File: src/rtl/vga_timing_ctrl.sv
// Free-running raster timing generator (XGA 1024x768@60 by default).
// All outputs are registered from next-state counter values so they stay mutually aligned.
module vga_timing_ctrl #(
    parameter int H_TOTAL      = 1344,
    parameter int V_TOTAL      = 806,
    parameter int H_ACTIVE     = 1024,
    parameter int V_ACTIVE     = 768,
    parameter int H_SYNC_START = 1048,
    parameter int H_SYNC_END   = 1184,
    parameter int V_SYNC_START = 771,
    parameter int V_SYNC_END   = 777,
    parameter int CNT_W        = 11
) (
    input  logic             clk,
    input  logic             rst,
    input  logic             en,
    output logic [CNT_W-1:0] hcount,
    output logic [CNT_W-1:0] vcount,
    output logic             hsync,
    output logic             vsync,
    output logic             hblnk,
    output logic             vblnk,
    output logic             frame_start,
    output logic             vblank_start
);

    localparam logic [CNT_W-1:0] H_LAST = CNT_W'(H_TOTAL - 1);
    localparam logic [CNT_W-1:0] V_LAST = CNT_W'(V_TOTAL - 1);
    localparam logic [CNT_W-1:0] H_ACT  = CNT_W'(H_ACTIVE);
    localparam logic [CNT_W-1:0] V_ACT  = CNT_W'(V_ACTIVE);
    localparam logic [CNT_W-1:0] H_SS   = CNT_W'(H_SYNC_START);
    localparam logic [CNT_W-1:0] H_SE   = CNT_W'(H_SYNC_END);
    localparam logic [CNT_W-1:0] V_SS   = CNT_W'(V_SYNC_START);
    localparam logic [CNT_W-1:0] V_SE   = CNT_W'(V_SYNC_END);

    if (!(H_ACTIVE < H_SYNC_START && H_SYNC_START < H_SYNC_END && H_SYNC_END <= H_TOTAL))
    begin : g_bad_h_params
        $error("vga_timing_ctrl: horizontal timing parameters out of order");
    end
    if (!(V_ACTIVE < V_SYNC_START && V_SYNC_START < V_SYNC_END && V_SYNC_END <= V_TOTAL))
    begin : g_bad_v_params
        $error("vga_timing_ctrl: vertical timing parameters out of order");
    end
    if ((2 ** CNT_W) < H_TOTAL || (2 ** CNT_W) < V_TOTAL) begin : g_bad_cnt_w
        $error("vga_timing_ctrl: CNT_W too narrow for H_TOTAL/V_TOTAL");
    end

    logic [CNT_W-1:0] hcount_q, hcount_d;
    logic [CNT_W-1:0] vcount_q, vcount_d;
    logic hsync_q, hsync_d, vsync_q, vsync_d;
    logic hblnk_q, hblnk_d, vblnk_q, vblnk_d;
    logic frame_start_q, frame_start_d;
    logic vblank_start_q, vblank_start_d;

    always_comb begin
        hcount_d = hcount_q;
        vcount_d = vcount_q;
        if (en) begin
            if (hcount_q == H_LAST) begin
                hcount_d = '0;
                vcount_d = (vcount_q == V_LAST) ? '0 : vcount_q + 1'b1;
            end else begin
                hcount_d = hcount_q + 1'b1;
            end
        end
        // With en low the next state equals the current one, so levels hold naturally.
        hsync_d        = (hcount_d >= H_SS) && (hcount_d < H_SE);
        vsync_d        = (vcount_d >= V_SS) && (vcount_d < V_SE);
        hblnk_d        = (hcount_d >= H_ACT);
        vblnk_d        = (vcount_d >= V_ACT);
        // Pulses only on an actual wrap; a frozen position never re-fires them.
        frame_start_d  = en && (hcount_d == '0) && (vcount_d == '0);
        vblank_start_d = en && (hcount_d == '0) && (vcount_d == V_ACT);
    end

    always_ff @(posedge clk or posedge rst) begin
        if (rst) begin
            hcount_q       <= '0;
            vcount_q       <= '0;
            hsync_q        <= 1'b0;
            vsync_q        <= 1'b0;
            hblnk_q        <= 1'b0;
            vblnk_q        <= 1'b0;
            frame_start_q  <= 1'b0;
            vblank_start_q <= 1'b0;
        end else begin
            hcount_q       <= hcount_d;
            vcount_q       <= vcount_d;
            hsync_q        <= hsync_d;
            vsync_q        <= vsync_d;
            hblnk_q        <= hblnk_d;
            vblnk_q        <= vblnk_d;
            frame_start_q  <= frame_start_d;
            vblank_start_q <= vblank_start_d;
        end
    end

    assign hcount       = hcount_q;
    assign vcount       = vcount_q;
    assign hsync        = hsync_q;
    assign vsync        = vsync_q;
    assign hblnk        = hblnk_q;
    assign vblnk        = vblnk_q;
    assign frame_start  = frame_start_q;
    assign vblank_start = vblank_start_q;

endmodule

File: config.mk
export PLATFORM = sky130hd
export DESIGN_NAME = vga_timing_ctrl
export DESIGN_NICKNAME = d
export VERILOG_FILES = /design/src/rtl/vga_timing_ctrl.sv
export SDC_FILE = /design/constraint.sdc
export NUM_CORES = 1
export LEC_CHECK = 0
export BUFFER_PORTS_ARGS = -buffer_cell sky130_fd_sc_hd__buf_2
export CAP_MARGIN = 20
export CORE_ASPECT_RATIO = 1.1
export CORE_UTILIZATION = 23
export DETAILED_ROUTE_END_ITERATION = 10
export SYNTH_ARGS = -nofsm -noshare
export SYNTH_HDL_FRONTEND = slang
export SYNTH_SLANG_ARGS = --single-unit
File: constraint.sdc
create_clock -name clk -period 3.5 [get_ports clk]
set_input_delay 0.35 -clock clk [delete_from_list [all_inputs] [get_ports clk]]
set_output_delay 0.35 -clock clk [all_outputs]
set_load 0.02 [all_outputs]
==> metrics.txt <==
beginning of the worst register-to-register path=hcount[7]; Die Area=8040 µm²; combined flip-flop and latch cell area=701 µm²; number of sinks on the clock net=28; Final TNS setup=0 ps; Post-Syn Nets=195; number of core rows=33; count of different cell masters after synthesis=56; reg-to-reg slack, setup=760 ps; share of the synthesized area in the top cell type=39.7%; final critical-path required period=2740 ps; max frequency=365 MHz; quantity of I/O buffers inserted on ports=30; CTS tree=yes; synthesized area divided by synthesized cell count=9.35 µm²; Critical Path Max Stage Delay=630 ps; critical-path cell with the highest stage delay=sky130_fd_sc_hd__or4b_4; area leader, netlist=sky130_fd_sc_hd__dfrtp_1; critical register-to-register path endpoint=frame_start; Detail Placement HPWL=3.34 mm; top cell family by delay on the critical path=compound AO/OA/AOI/OAI gates; post-CTS sizing=0; Post-synth EDFFs=0; Reg clk slew, reported paths=100 ps; length in cells of the worst reg-to-reg path=6; Post-synth top cells=sky130_fd_sc_hd__dfrtp_1 (28), sky130_fd_sc_hd__nor2_1 (14), sky130_fd_sc_hd__nand2_1 (12), sky130_fd_sc_hd__nand3_1 (12), sky130_fd_sc_hd__xnor2_1 (12); multi-input combinational cell area=993 µm²; leakage power figure=0.946 nW; vias in the first global route=1,511; # hold bufs at CTS=0; maximum number of pins on one net before global-route repair=28; leading post-synthesis cells by cell area=sky130_fd_sc_hd__dfrtp_1 (40%), sky130_fd_sc_hd__xnor2_1 (5.9%), sky130_fd_sc_hd__nand3_1 (3.4%); number of design rule violations left after detail routing=0; post-synthesis cell count=189; WS Path Type=flip-flop to flip-flop; CTS H-tree depth=1; number of failing hold endpoints at the final stage=0; arrival time worst endpoint=2950 ps; MaxCap Viol Count=0; power per unit of standard cell area=464 nW/µm²; Worst-Skew Late Latency=280 ps; drt initial violations=126; setup repair after global routing missed its margin=false; final setup vio count=0; endpoint type of the worst setup path=flip-flop; cell area after synthesis=1770 µm²; slew margin rel.=56.3%; most used standard cell by instance count after synthesis=sky130_fd_sc_hd__dfrtp_1; sum of overflow across all layers after global routing=0; drt first pass iters=4; maximum root-to-sink buffer count=2; actual slew at the worst max-slew pin=655 ps; buffers and inverters on the worst path=0; required time worst endpoint=3710 ps; maximum net fanout on the critical path=11; RePlAce Congestion=0.829; most used flip-flop cell after synthesis=sky130_fd_sc_hd__dfrtp_1; outcome=finished, final reports clean; fraction of final layout cells with drive strength greater than 1=21.2%; Die W=85.6 µm; # Post-CTS Setup Buffers=0; GR Util All Layers=12.0%; synthesis-to-layout area growth=17.8%; Initial Utilization=23.8%; final antenna-violating net count=0; global-route wire length before repair=7.68 mm; kind of launch point of the worst setup path=flip-flop; final-stage net count=224; Via density=5.09; async set or reset register ratio after synthesis=100%; final WL=4.57 mm; total vias in the final route=1,548; number of storage elements in the synthesis netlist=28; post-detailed-route wirelength per cell=15.0 µm; count of boundary I/O pins=31; initial antenna violation count=0; final worst path period share=78.2%; number of fillers in the final layout=806; Root Buffer Master=sky130_fd_sc_hd__clkbuf_8; yosys synthesis warning count=0; Placed Area=2000 µm²; core footprint=7430 µm²; maximum vdd drop=178 µV; number of buffers added by the clock tree synthesis step=3; antenna cells=0; Max Slew Vio Count=0; chain of cells forming the critical path=or4b_4 -> o41ai_1 -> o31ai_1 -> or3b_1 -> a2111oi_2 -> o2111a_1; register area share after synthesis=39.7%; worst clock skew on the final layout=7.26 ps; fin area=2080 µm²; Tightest Hold Check Type=input port to asynchronous set/reset pin; die height=93.9 µm
==> layout by cell type (no fill, tap or decap), drive strengths merged, types with 3 or more instances in the layout <==
cell	n
dfrtp	28
ha	3
xnor2	12
nor3	6
nand2b	3
buf	34
or3	4
nand2	12
a21oi	3
nand3	12
xor2	3
nor4	7
and4	4
clkbuf	4
nor2	14
o21ai	10
and2	5
and3	3
nand4	6
inv	6
==> through the flow <==
step | std cells | total power [mW] | worst slack [ps] | hold slack, ps | util [%]
after floorplan | 189 | 0.670 | 757 | 415 | -
after global placement | 299 | 0.752 | 852 | 524 | 26.9
after detailed placement | 299 | 0.757 | 811 | 523 | 26.9
after CTS | 303 | 0.969 | 779 | 392 | 27.6
after global routing | 304 | 1.03 | 558 | 185 | 28.0
final | 304 | 0.966 | 763 | 139 | 28.0
==> sequential cells by signal, summed over array words and instances, names as in the netlist <==
name and count:
vblank_start 1, hsync 1, vcount 11, hcount 11, frame_start 1, hblnk 1
vblnk 1, vsync 1
==> power breakdown <==
part | leakage [nW] | internal (mW) | total [mW] | switching (mW)
Clock | 0.0288 | 0.101 | 0.209 | 0.108
Combinational | 0.548 | 0.127 | 0.307 | 0.180
Sequential | 0.369 | 0.361 | 0.451 | 0.0898
Total | 0.946 | 0.589 | 0.966 | 0.377
==> how the worst max path moves through the flow <==
stage	to	slack [ps]	depth (start not counted)	startpoint
6_report	frame_start	760	6	hcount[7]
5_1_grt	vblank_start	560	6	hcount[7]
4_1_cts	vblank_start	780	6	hcount[7]
3_5_place_dp	vsync	810	6	hcount[7]
3_3_place_gp	frame_start	850	6	hcount[7]
2_1_floorplan	vsync	760	7	hcount[7]
==> worst register-to-register path, delay by kind of cell, from the launching register on <==
family          cells  cell delay (ps)
compound gates      4             1120
simple gates        2             1030
flops               1              510
==> final cells by class <==
cell class,instances,area share (%)
multi-input combinational,145,47.7
tap,87,5.23
inverter,6,1.08
timing repair buffer,34,9.62
clock buffer,4,2.65
sequential,28,33.7
==> per-layer routing <==
layer  global-route usage [%]  up-vias  share of wire [%]
met5                        0        -                  0
met4                     1.25        0               0.42
met3                     2.46        2                5.2
met2                     19.9       43                 48
met1                     16.7      747                 47
li1                         -      756                  -
==> kinds of logic after synthesis <==
logic type	count (synthesis)	share of synthesized area, %
simple gates	87	29.5
compound gates	37	15.4
flops	28	39.7
buf+inv	16	4.11
xor+xnor	15	7.44
mux	3	1.77
fa+ha+maj	3	2.12
No activity file was read; power rests on OpenSTA's default activity.
